## src/rtl/phoenix_packet_tx.sv

```systemverilog
// Phoenix link transmitter: sends header, size and payload flits to a router input under credit flow control.
// Define PHOENIX_TX_STATS_EN to add the stat_pkts / stat_flits counters.
module phoenix_packet_tx #(
  parameter int TAM_FLIT = 8,
  parameter int CNT_W    = 8
) (
  input  logic                clock,
  input  logic                reset,
  input  logic                pkt_valid,
  output logic                pkt_ready,
  input  logic [TAM_FLIT-1:0] pkt_target,
  input  logic [TAM_FLIT-1:0] pkt_size,
  input  logic                pay_valid,
  output logic                pay_ready,
  input  logic [TAM_FLIT-1:0] pay_data,
  output logic                tx,
  output logic [TAM_FLIT-1:0] data_out,
  output logic                clock_tx,
  input  logic                credit_i,
  output logic                busy,
`ifdef PHOENIX_TX_STATS_EN
  output logic                err_zero,
  output logic [15:0]         stat_pkts,
  output logic [15:0]         stat_flits
`else
  output logic                err_zero
`endif
);

  typedef enum logic [1:0] {IDLE, HEADER, SIZE, PAYLOAD} state_t;

  state_t              state, state_nxt;
  logic                out_valid, out_valid_nxt;
  logic [TAM_FLIT-1:0] out_flit, out_flit_nxt;
  logic [TAM_FLIT-1:0] size_q, size_nxt;
  logic [CNT_W-1:0]    remaining, remaining_nxt;
  logic                err_nxt;
  logic                slot_free, pkt_hs, pay_hs, hdr_load;

  assign tx        = out_valid & credit_i;
  assign slot_free = !out_valid | tx;
  assign pkt_ready = (state == IDLE) & slot_free;
  assign pay_ready = (state == PAYLOAD) & slot_free & (remaining != '0);
  assign pkt_hs    = pkt_valid & pkt_ready;
  assign pay_hs    = pay_valid & pay_ready;
  assign busy      = (state != IDLE) | out_valid;
  assign data_out  = out_flit;
  assign clock_tx  = clock;
  assign hdr_load  = pkt_hs & (pkt_size != '0);

  always_ff @(posedge clock) begin
    if (reset) begin
      state     <= IDLE;
      out_valid <= 1'b0;
      out_flit  <= '0;
      size_q    <= '0;
      remaining <= '0;
      err_zero  <= 1'b0;
    end else begin
      state     <= state_nxt;
      out_valid <= out_valid_nxt;
      out_flit  <= out_flit_nxt;
      size_q    <= size_nxt;
      remaining <= remaining_nxt;
      err_zero  <= err_nxt;
    end
  end

  // The out register drains on tx unless a new flit reloads it on the same edge.
  always_comb begin
    state_nxt     = state;
    out_valid_nxt = out_valid & ~tx;
    out_flit_nxt  = out_flit;
    size_nxt      = size_q;
    remaining_nxt = remaining;
    err_nxt       = 1'b0;
    case (state)
      IDLE: begin
        if (hdr_load) begin
          out_flit_nxt  = pkt_target;
          out_valid_nxt = 1'b1;
          size_nxt      = pkt_size;
          state_nxt     = SIZE;
        end else if (pkt_hs) begin
          err_nxt = 1'b1;
        end
      end
      SIZE: begin
        if (slot_free) begin
          out_flit_nxt  = size_q;
          out_valid_nxt = 1'b1;
          remaining_nxt = CNT_W'(size_q);
          state_nxt     = PAYLOAD;
        end
      end
      PAYLOAD: begin
        if (pay_hs) begin
          out_flit_nxt  = pay_data;
          out_valid_nxt = 1'b1;
          remaining_nxt = remaining - CNT_W'(1);
          if (remaining == CNT_W'(1)) state_nxt = IDLE;
        end
      end
      default: state_nxt = IDLE;
    endcase
  end

`ifdef PHOENIX_TX_STATS_EN
  // hdr_in_reg marks that the out register currently holds a header flit.
  logic hdr_in_reg;

  always_ff @(posedge clock) begin
    if (reset) begin
      hdr_in_reg <= 1'b0;
      stat_pkts  <= '0;
      stat_flits <= '0;
    end else begin
      if (tx) stat_flits <= stat_flits + 16'd1;
      if (tx & hdr_in_reg) stat_pkts <= stat_pkts + 16'd1;
      if (hdr_load) hdr_in_reg <= 1'b1;
      else if (tx) hdr_in_reg <= 1'b0;
    end
  end
`endif

endmodule

```

## config.mk

```make
export PLATFORM = sky130hd
export DESIGN_NAME = phoenix_packet_tx
export DESIGN_NICKNAME = d
export VERILOG_FILES = /design/src/rtl/phoenix_packet_tx.sv
export SDC_FILE = /design/constraint.sdc
export NUM_CORES = 1
export LEC_CHECK = 0
export ABC_AREA = 1
export CAP_MARGIN = 20
export CORE_ASPECT_RATIO = 0.7
export CORE_UTILIZATION = 40
export CTS_CLUSTER_DIAMETER = 30
export DETAILED_ROUTE_END_ITERATION = 10
export PLACE_DENSITY = 0.75
export SYNTH_ARGS = -nofsm -noshare
export SYNTH_HDL_FRONTEND = slang
export SYNTH_SLANG_ARGS = --single-unit
```

## constraint.sdc

```tcl
create_clock -name clock -period 1.7 [get_ports clock]
set_input_delay 0.34 -clock clock [delete_from_list [all_inputs] [get_ports clock]]
set_output_delay 0.34 -clock clock [all_outputs]
set_load 0.01 [all_outputs]
```

==> flow_summary.json, run 1 <==
{
  "outcome": "completed",
  "dp_hpwl_um": 3030,
  "first_pass_iters": 4,
  "p_int_w": 0.00241,
  "setup_violations": 0,
  "nets": 326,
  "crit-reg2reg-capture": "remaining[4]$_SDFFE_PP0P_",
  "area_delta_synth_final_pct": 47.9,
  "dp_slack_ns": -0.372,
  "p_seq_share_pct": 25.7,
  "syn_nets": 262,
  "routed_wl_um": 4130,
  "power_density_nw_per_um2": 1750,
  "cts_tree": "yes",
  "vias_per_cell": 4.87,
  "port_buffers": 42,
  "stdcell_count": 343,
  "fin_crit_sh_pct": 99.6,
  "yosys_warnings": 0,
  "clk_latency_ns": 0.39,
  "endpoint_kind": "output pin",
  "ys_seq_area_share_pct": 35.6,
  "rsz0062_at_grt": "true",
  "fin_crit_ns": 1.69,
  "routedWlPerCell_um": 12.0,
  "die_height_um": 54.5,
  "synth-seq-cells": 28,
  "antenna_found_initial": 0,
  "path_cells": "inv_2, ha_4, inv_2, nor2_4, nand2_2, and2_4, buf_6",
  "clockPowerShare_pct": 18.7,
  "ios": 43,
  "dp_cells": 336,
  "path_delay_family": "flip-flops",
  "postSynthCellCount": 230,
  "fin_skew_ns": 0.00790,
  "insertedDiodeCount": 0,
  "reg2reg_from": "remaining[0]$_SDFFE_PP0P_",
  "syn_area_um2": 1580,
  "crit_arrival_ns": 1.35,
  "drive_gt1_share_pct": 21.5,
  "drv_cap": 0,
  "grt-ovfl-total": 0,
  "final_max_slew_viol_count": 0,
  "ff2ff_path_depth": 11,
  "crit_path_max_incr_delay_ns": 0.34,
  "hold_depth": 2,
  "critPathLaunchType": "flip-flop",
  "cp_common_cell": "inv_2",
  "start_util_pct": 43.2,
  "final_common_cell": "nand2_1",
  "rows": 18,
  "post-route-util_pct": 63.9,
  "hold_violations": 0,
  "worst_pin_slew_ns": 0.271,
  "ys_types": 32,
  "clk_pin_slew_ns": 0.10,
  "fmax_mhz": 591,
  "holdCritStartpoint": "remaining[6]$_SDFFE_PP0P_",
  "place_area_um2": 2170,
  "layout_common_cells": "nand2_1, clkdlybuf4s50_1, nor2_1",
  "grt_first_pass_wirelength_um": 6490,
  "required_ns": 1.36,
  "crit_type": "flip-flop to output pin",
  "grt_max_degree": 25,
  "cp_slowest_cell": "dfxtp_2",
  "hold_class": "flip-flop to flip-flop",
  "vias": 1669,
  "gp_congestion": 0.841,
  "p_switching_w": 0.00166,
  "grt_use_total_pct": 20.4,
  "min_to": "remaining[6]$_SDFFE_PP0P_",
  "syn_area_per_cell_um2": 6.85,
  "crit_fanout": 2,
  "p_comb_share_pct": 55.6,
  "drc_errors": 0,
  "die_w_um": 77.0,
  "relSlewSlack_pct": 81.9,
  "worst_slack_ns": 0.00727,
  "core_area_um2": 3650,
  "switching_share_pct": 40.8,
  "power.total_w": 0.00407,
  "fin_area_um2": 2330,
  "first_iter_violations": 98,
  "leakage_nw": 1.06,
  "cp_num_buf_inv": 3,
  "grt_pass1_vias": 1503,
  "ant_nets": 0,
  "peakVddDrop_mv": 1.08,
  "dieArea_um2": 4200,
  "r2r_setup_slack_ns": 0.18
}
-- cells by family after synthesis --
logic type	Yosys count	synth area share, %
AO/OA/AOI/OAI	50	18.5
flip-flops	28	35.6
adder cells (fa/ha/maj)	3	2.38
buffers and inverters	41	11.6
XOR/XNOR	2	1.11
AND/OR/NAND/NOR	106	30.8
-- cell usage after synthesis --
cell type	instances	area share [%]
inv_2	3	0.71
buf_2	2	0.64
inv_6	1	0.56
o21bai_2	1	0.71
nor2_2	3	1.2
a21oi_1	18	5.7
nand3_1	6	1.9
a22o_1	1	0.56
o211ai_1	1	0.48
nor3_1	2	0.64
o21ai_1	1	0.32
nor2_1	33	7.9
buf_4	3	1.4
inv_1	29	6.9
and2_0	1	0.40
o21ai_0	19	6.0
nand2_1	49	12
nand2_2	4	1.6
buf_6	1	0.71
ha_1	3	2.4
a31oi_1	2	0.79
nor2_4	2	1.4
a221oi_1	7	3.9
nand2_4	2	1.4
nand3_2	1	0.64
xor2_1	2	1.1
inv_4	1	0.40
nand4_1	1	0.40
dfxtp_1	28	36
buf_1	1	0.24
nand2_8	1	1.3
and2_1	1	0.40
-- worst reg2reg max path, cell delays in order, from the launching register on --
cell and delay (ns):
dfxtp_2 0.34, inv_2 0.07, ha_4 0.12, inv_2 0.04, nor2_4 0.09, nand2_2 0.06, buf_4 0.13, nand3_2 0.08
nand2_4 0.07, buf_4 0.17, o21ai_0 0.18, a21oi_1 0.07
-- what timing repair did --
action / CTS / global route
pin swaps: 2 / 4
gates resized for setup: 16 / 17
setup buffers: 0 / 0
setup endpoints to repair: 5 / 5
hold buffers: 0 / 0
-- power by group through the flow --
stage               registers [W]  logic [W]  clock network, W
floorplan                 0.00107    0.00131         0.0000485
global route              0.00108    0.00252          0.000805
detailed placement        0.00104    0.00216         0.0000598
global placement          0.00103    0.00211         0.0000598
CTS                       0.00104    0.00219          0.000770
finish                    0.00105    0.00226          0.000762
-- worst max-delay path by stage --
stage | start | end | cells past startpoint
2_1_floorplan | remaining[0]$_SDFFE_PP0P_ | data_out[0]$_SDFFE_PP0P_ | 12
5_1_grt | remaining[1]$_SDFFE_PP0P_ | pay_ready | 7
6_report | remaining[0]$_SDFFE_PP0P_ | pay_ready | 7
3_5_place_dp | credit_i | pay_ready | 7
4_1_cts | remaining[0]$_SDFFE_PP0P_ | pay_ready | 7
3_3_place_gp | credit_i | pay_ready | 7
-- registers in the layout, indices dropped and copies added (netlist names) --
register   count
data_out       8
remaining      8
size_q         8
state          2
err_zero       1
out_valid      1
-- layer usage --
metal / wire length, um / global-route usage [%] / share of wire [%] / up-vias
met5: 0 / 0 / 0 / -
met3: 256 / 5.67 / 6.2 / 5
met4: 27 / 5.97 / 0.65 / 0
met1: 1920 / 25.6 / 47 / 745
li1: - / - / - / 863
met2: 1920 / 35.0 / 47 / 56
-- through the flow --
step           hold WS (ns)  TNS, ns
2_1_floorplan         0.409        0
3_3_place_gp          0.444    -4.70
3_5_place_dp          0.449    -5.68
4_1_cts               0.462  -0.0654
5_1_grt               0.484  -0.0515
6_report              0.459        0
-- layout make-up --
type | count | area [um2]
clock inverter | 1 | 30.0
multi-input combinational | 161 | 877
sequential | 28 | 564
timing repair buffer | 62 | 568
inverter | 34 | 135
fill | 322 | 1320
tap | 50 | 62.6
clock buffer | 7 | 92.6
Note: power is estimated with default switching activity, not from simulation.
==> run 2: changes to the inputs <==
--- a/config.mk
+++ b/config.mk
@@ -10,4 +10,5 @@
 export CORE_ASPECT_RATIO = 0.7
 export CORE_UTILIZATION = 40
+export CTS_BUF_LIST = sky130_fd_sc_hd__clkbuf_4 sky130_fd_sc_hd__clkbuf_8
 export CTS_CLUSTER_DIAMETER = 30
 export DETAILED_ROUTE_END_ITERATION = 10
==> constraint.sdc (replaced) <==
create_clock -name clock -period 1.7 [get_ports clock]
set_input_delay 0.34 -clock clock [delete_from_list [all_inputs] [get_ports clock]]
set_output_delay 0.34 -clock clock [all_outputs]
set_load 0.005 [all_outputs]
==> flow_summary.json, run 2 (synthesis results as in run 1) <==
{
  "outcome": "finished with violations",
  "violations": "setup timing",
  "hold_violations": 0,
  "nFillCells": 331,
  "holdCritStartpoint": "remaining[6]$_SDFFE_PP0P_",
  "drc_errors": 0,
  "insertedDiodeCount": 0,
  "post-route-util_pct": 63.5,
  "fmax_mhz": 586,
  "port_buffers": 42,
  "final_common_cell": "nand2_1",
  "gp_congestion": 0.837,
  "ff2ff_path_depth": 10,
  "routedWlPerCell_um": 11.5,
  "nets": 328,
  "rows": 18,
  "dp_hpwl_um": 2900,
  "crit-reg2reg-capture": "state[0]$_SDFFE_PP0P_",
  "ant_nets": 0,
  "dp_slack_ns": -0.314,
  "crit_fanout": 2,
  "drive_gt1_share_pct": 21.4,
  "worst_pin_slew_ns": 0.296,
  "die_height_um": 54.5,
  "cts_tree": "yes",
  "dieArea_um2": 4200,
  "startpoint": "remaining[0]$_SDFFE_PP0P_",
  "fin_crit_sh_pct": 100,
  "hold_class": "flip-flop to flip-flop",
  "grt_first_pass_wirelength_um": 6350,
  "power.total_w": 0.00388,
  "layout_common_cells": "nand2_1, clkdlybuf4s50_1, nor2_1",
  "critPathLaunchType": "flip-flop",
  "peakVddDrop_mv": 0.951,
  "relSlewSlack_pct": 80.3,
  "leakage_nw": 1.05,
  "endpoint": "pay_ready",
  "clk_latency_ns": 0.39,
  "start_util_pct": 43.2,
  "vias": 1663,
  "rsz0062_at_grt": "true",
  "core_area_um2": 3650,
  "power_density_nw_per_um2": 1680,
  "antenna_found_initial": 0,
  "drv_cap": 0,
  "routed_wl_um": 3960,
  "grt-ovfl-total": 0,
  "grt_pass1_vias": 1414,
  "endpoint_kind": "output pin",
  "ios": 43,
  "die_w_um": 77.0,
  "r2r_setup_slack_ns": 0.17,
  "first_pass_iters": 4,
  "first_iter_violations": 116,
  "fin_crit_ns": 1.71,
  "required_ns": 1.36,
  "fin_skew_ns": 0.00249,
  "reg2reg_from": "state[1]$_SDFFE_PP0P_",
  "grt_max_degree": 25,
  "grt_use_total_pct": 19.7,
  "vias_per_cell": 4.82,
  "crit_type": "flip-flop to output pin",
  "area_delta_synth_final_pct": 47.0,
  "setup_violations": 1,
  "crit_arrival_ns": 1.37,
  "clk_pin_slew_ns": 0.10,
  "final_max_slew_viol_count": 0,
  "worst_slack_ns": -0.00582
}
==> run 2: cell types whose count changed in the layout (fill, tap and decap cells not counted), sizes merged <==
cell / before / now
buf: 23 / 24
bufinv: 1 / 0
clkbuf: 6 / 8
clkdlybuf4s15: 1 / 0
clkdlybuf4s50: 36 / 37
==> run 2: area by class of cell <==
| cell class | instances | area (um2) | area share [%] |
|---|---|---|---|
| clock buffers | 8 | 105 | 4.54 |
| inverters | 34 | 135 | 5.83 |
| multi-input cells | 161 | 857 | 37.0 |
| flip-flops and latches | 28 | 572 | 24.7 |
| well taps | 50 | 62.6 | 2.70 |
| repair buffers | 64 | 584 | 25.2 |
==> run 2: timing repair <==
action                                  CTS  global route
endpoints found under the setup margin    5             3
buffers inserted                          2             1
hold buffers                              0             0
pin swaps                                 3             2
resized for setup                        13            15
==> run 2: worst min-delay path by stage <==
stage	to	slack, ns	cells after the start
after global routing	remaining[6]$_SDFFE_PP0P_	0.49	2
final	remaining[6]$_SDFFE_PP0P_	0.47	2
after floorplan	remaining[5]$_SDFFE_PP0P_	0.41	1
after global placement	remaining[6]$_SDFFE_PP0P_	0.44	2
after CTS	remaining[6]$_SDFFE_PP0P_	0.47	2
after detailed placement	remaining[6]$_SDFFE_PP0P_	0.45	2
==> run 2: critical path: stages, from the launching register on <==
cell     delay (ns)
dfxtp_2        0.33
inv_2          0.07
ha_4           0.12
inv_2          0.03
nor2_2         0.11
nand2_2        0.07
and2_4         0.14
buf_6          0.10
==> run 2: metal layers <==
| layer | part of all wire (%) | vias to the layer above | global-route usage [%] |
|---|---|---|---|
| met5 | 0 | - | 0 |
| met4 | 0.91 | 0 | 5.66 |
| met3 | 7.4 | 6 | 5.17 |
| met2 | 43 | 56 | 32.9 |
| met1 | 48 | 735 | 25.6 |
| li1 | - | 866 | - |
==> run 2: through the flow <==
step / hold WS [ns] / setup TNS [ns] / cell area [um2] / instances
final: 0.466 / -0.00582 / 2320 / 345
after global routing: 0.490 / -0.0629 / 2320 / 345
after CTS: 0.466 / -0.182 / 2290 / 344
after detailed placement: 0.452 / -5.21 / 2160 / 335
after global placement: 0.444 / -4.63 / 2160 / 335
after floorplan: 0.409 / 0 / 1580 / 230
==> run 2: where the power goes <==
group          total, W  switching [W]  internal (W)  leakage (nW)
logic           0.00219        0.00116       0.00103         0.766
registers       0.00106       0.000145      0.000914         0.233
clock network  0.000639       0.000258      0.000380        0.0556
total           0.00388        0.00156       0.00232          1.05
==> run 3: changes to the inputs <==
CORE_ASPECT_RATIO = 0.75   (was 0.7)
CORE_MARGIN = 8   (was default)
SLEW_MARGIN = 20   (was default)
==> flow_summary.json, run 3 (synthesis results as in run 1) <==
{
  "drc_errors": 0,
  "clk_latency_ns": 0.38,
  "clk_pin_slew_ns": 0.10,
  "worst_pin_slew_ns": 0.256,
  "ant_nets": 0,
  "drv_cap": 0,
  "grt_first_pass_wirelength_um": 6840,
  "worst_slack_ns": -0.0216,
  "peakVddDrop_mv": 1.04,
  "clockPowerShare_pct": 16.5,
  "layout_common_cells": "nand2_1, clkdlybuf4s50_1, nor2_1",
  "tns_ns": -0.0216,
  "routed_wl_um": 4220,
  "violations": "setup timing",
  "relSlewSlack_pct": 82.9,
  "grt-ovfl-total": 0,
  "setup_violations": 1,
  "place_area_um2": 2160,
  "final_max_slew_viol_count": 0,
  "nets": 329,
  "power_density_nw_per_um2": 1680,
  "dp_hpwl_um": 3060,
  "grt_pass1_vias": 1567,
  "crit_arrival_ns": 1.38,
  "r2r_setup_slack_ns": 0.15,
  "crit_fanout": 2,
  "reg2reg_from": "state[1]$_SDFFE_PP0P_",
  "ff2ff_path_depth": 11,
  "stdcell_count": 348,
  "port_buffers": 42,
  "routedWlPerCell_um": 12.1,
  "fmax_mhz": 581,
  "fin_area_um2": 2310,
  "gp_congestion": 0.848,
  "core_area_um2": 3710,
  "fin_crit_sh_pct": 101,
  "crit-reg2reg-capture": "state[0]$_SDFFE_PP0P_",
  "whs_ns": 0.467,
  "leakage_nw": 1.05,
  "area_delta_synth_final_pct": 46.9,
  "dp_slack_ns": -0.347,
  "insertedDiodeCount": 0,
  "rsz0062_at_grt": "true",
  "switching_share_pct": 40.3,
  "dieArea_um2": 6220,
  "p_switching_w": 0.00157,
  "first_pass_iters": 4,
  "min_to": "remaining[6]$_SDFFE_PP0P_",
  "grt_use_total_pct": 13.6,
  "holdCritStartpoint": "remaining[6]$_SDFFE_PP0P_",
  "required_ns": 1.36,
  "fin_skew_ns": 0.00371,
  "rows": 19,
  "endpoint_kind": "output pin",
  "vias_per_cell": 4.81,
  "critPathLaunchType": "flip-flop",
  "hold_class": "flip-flop to flip-flop",
  "vias": 1673,
  "die_w_um": 88.5,
  "hold_violations": 0,
  "first_iter_violations": 76,
  "cts_tree": "yes",
  "grt.met3_usage_pct": 4.56,
  "p_seq_share_pct": 27.2,
  "final_common_cell": "nand2_1",
  "p_int_w": 0.00232,
  "fin_crit_ns": 1.72,
  "hold_depth": 2,
  "die_height_um": 70.3,
  "grt.met2_usage_pct": 21.5,
  "dp_cells": 337,
  "start_util_pct": 42.5,
  "cts_hold_buf": 0,
  "outcome": "finished with violations",
  "top_usage_layer": "met2",
  "grt_max_degree": 25,
  "drive_gt1_share_pct": 20.6,
  "crit_type": "flip-flop to output pin",
  "ios": 43,
  "p_comb_share_pct": 56.4,
  "antenna_found_initial": 0,
  "grt_util_met1_pct": 16.8
}
-- run 3: changes by cell type in the layout (fill, tap and decap cells not counted), sizes merged --
cell / delta
buf: +1
dlymetal6s2s: -1
dlygate4sd2: +1
-- run 3: power groups by stage --
stage	clock network (W)	logic (W)	registers [W]
2_1_floorplan	0.0000381	0.00129	0.00104
6_report	0.000641	0.00219	0.00105
5_1_grt	0.000684	0.00245	0.00108
3_5_place_dp	0.0000495	0.00206	0.00104
4_1_cts	0.000657	0.00213	0.00105
3_3_place_gp	0.0000495	0.00203	0.00104
-- run 3: worst max-delay path, stage by stage (launching register included) --
cell     delay (ns)
dfxtp_2        0.33
inv_2          0.07
ha_4           0.12
inv_2          0.03
nor2_2         0.11
nand2_2        0.08
and2_4         0.14
buf_6          0.11
-- run 3: how the worst max path moves through the flow --
| stage | slack [ns] | to | startpoint | cells after the start |
|---|---|---|---|---|
| after floorplan | 0.28 | data_out[0]$_SDFFE_PP0P_ | remaining[0]$_SDFFE_PP0P_ | 12 |
| after global placement | -0.31 | pay_ready | credit_i | 7 |
| after detailed placement | -0.35 | pay_ready | credit_i | 7 |
| after CTS | -0.11 | pay_ready | remaining[0]$_SDFFE_PP0P_ | 7 |
| after global routing | -0.06 | pay_ready | credit_i | 7 |
| final | -0.02 | pay_ready | remaining[0]$_SDFFE_PP0P_ | 7 |
-- run 3: timing repair --
action,4_1_cts,5_1_grt
resized for setup,16,7
endpoints found under the setup margin,5,2
gates cloned,0,0
buffers inserted,2,2
pin swaps,3,4
-- run 3: metal layers --
| metal | vias up | wire (um) |
|---|---|---|
| met3 | 4 | 309 |
| met4 | 0 | 30 |
| met1 | 752 | 2020 |
| met5 | - | 0 |
| li1 | 867 | - |
| met2 | 50 | 1860 |
-- run 3: final cells by class --
| cell class | count | area, um2 |
|---|---|---|
| timing repair buffer | 65 | 584 |
| inverter | 34 | 135 |
| fill | 356 | 1400 |
| multi-input combinational | 161 | 855 |
| sequential | 28 | 569 |
| tap | 52 | 65.1 |
| clock buffer | 8 | 105 |
-- run 3: stage by stage --
stage | power [W] | util (%)
after floorplan | 0.00236 | -
after global placement | 0.00311 | 58.3
after detailed placement | 0.00315 | 58.3
after CTS | 0.00384 | 61.7
after global routing | 0.00421 | 62.4
final | 0.00389 | 62.4
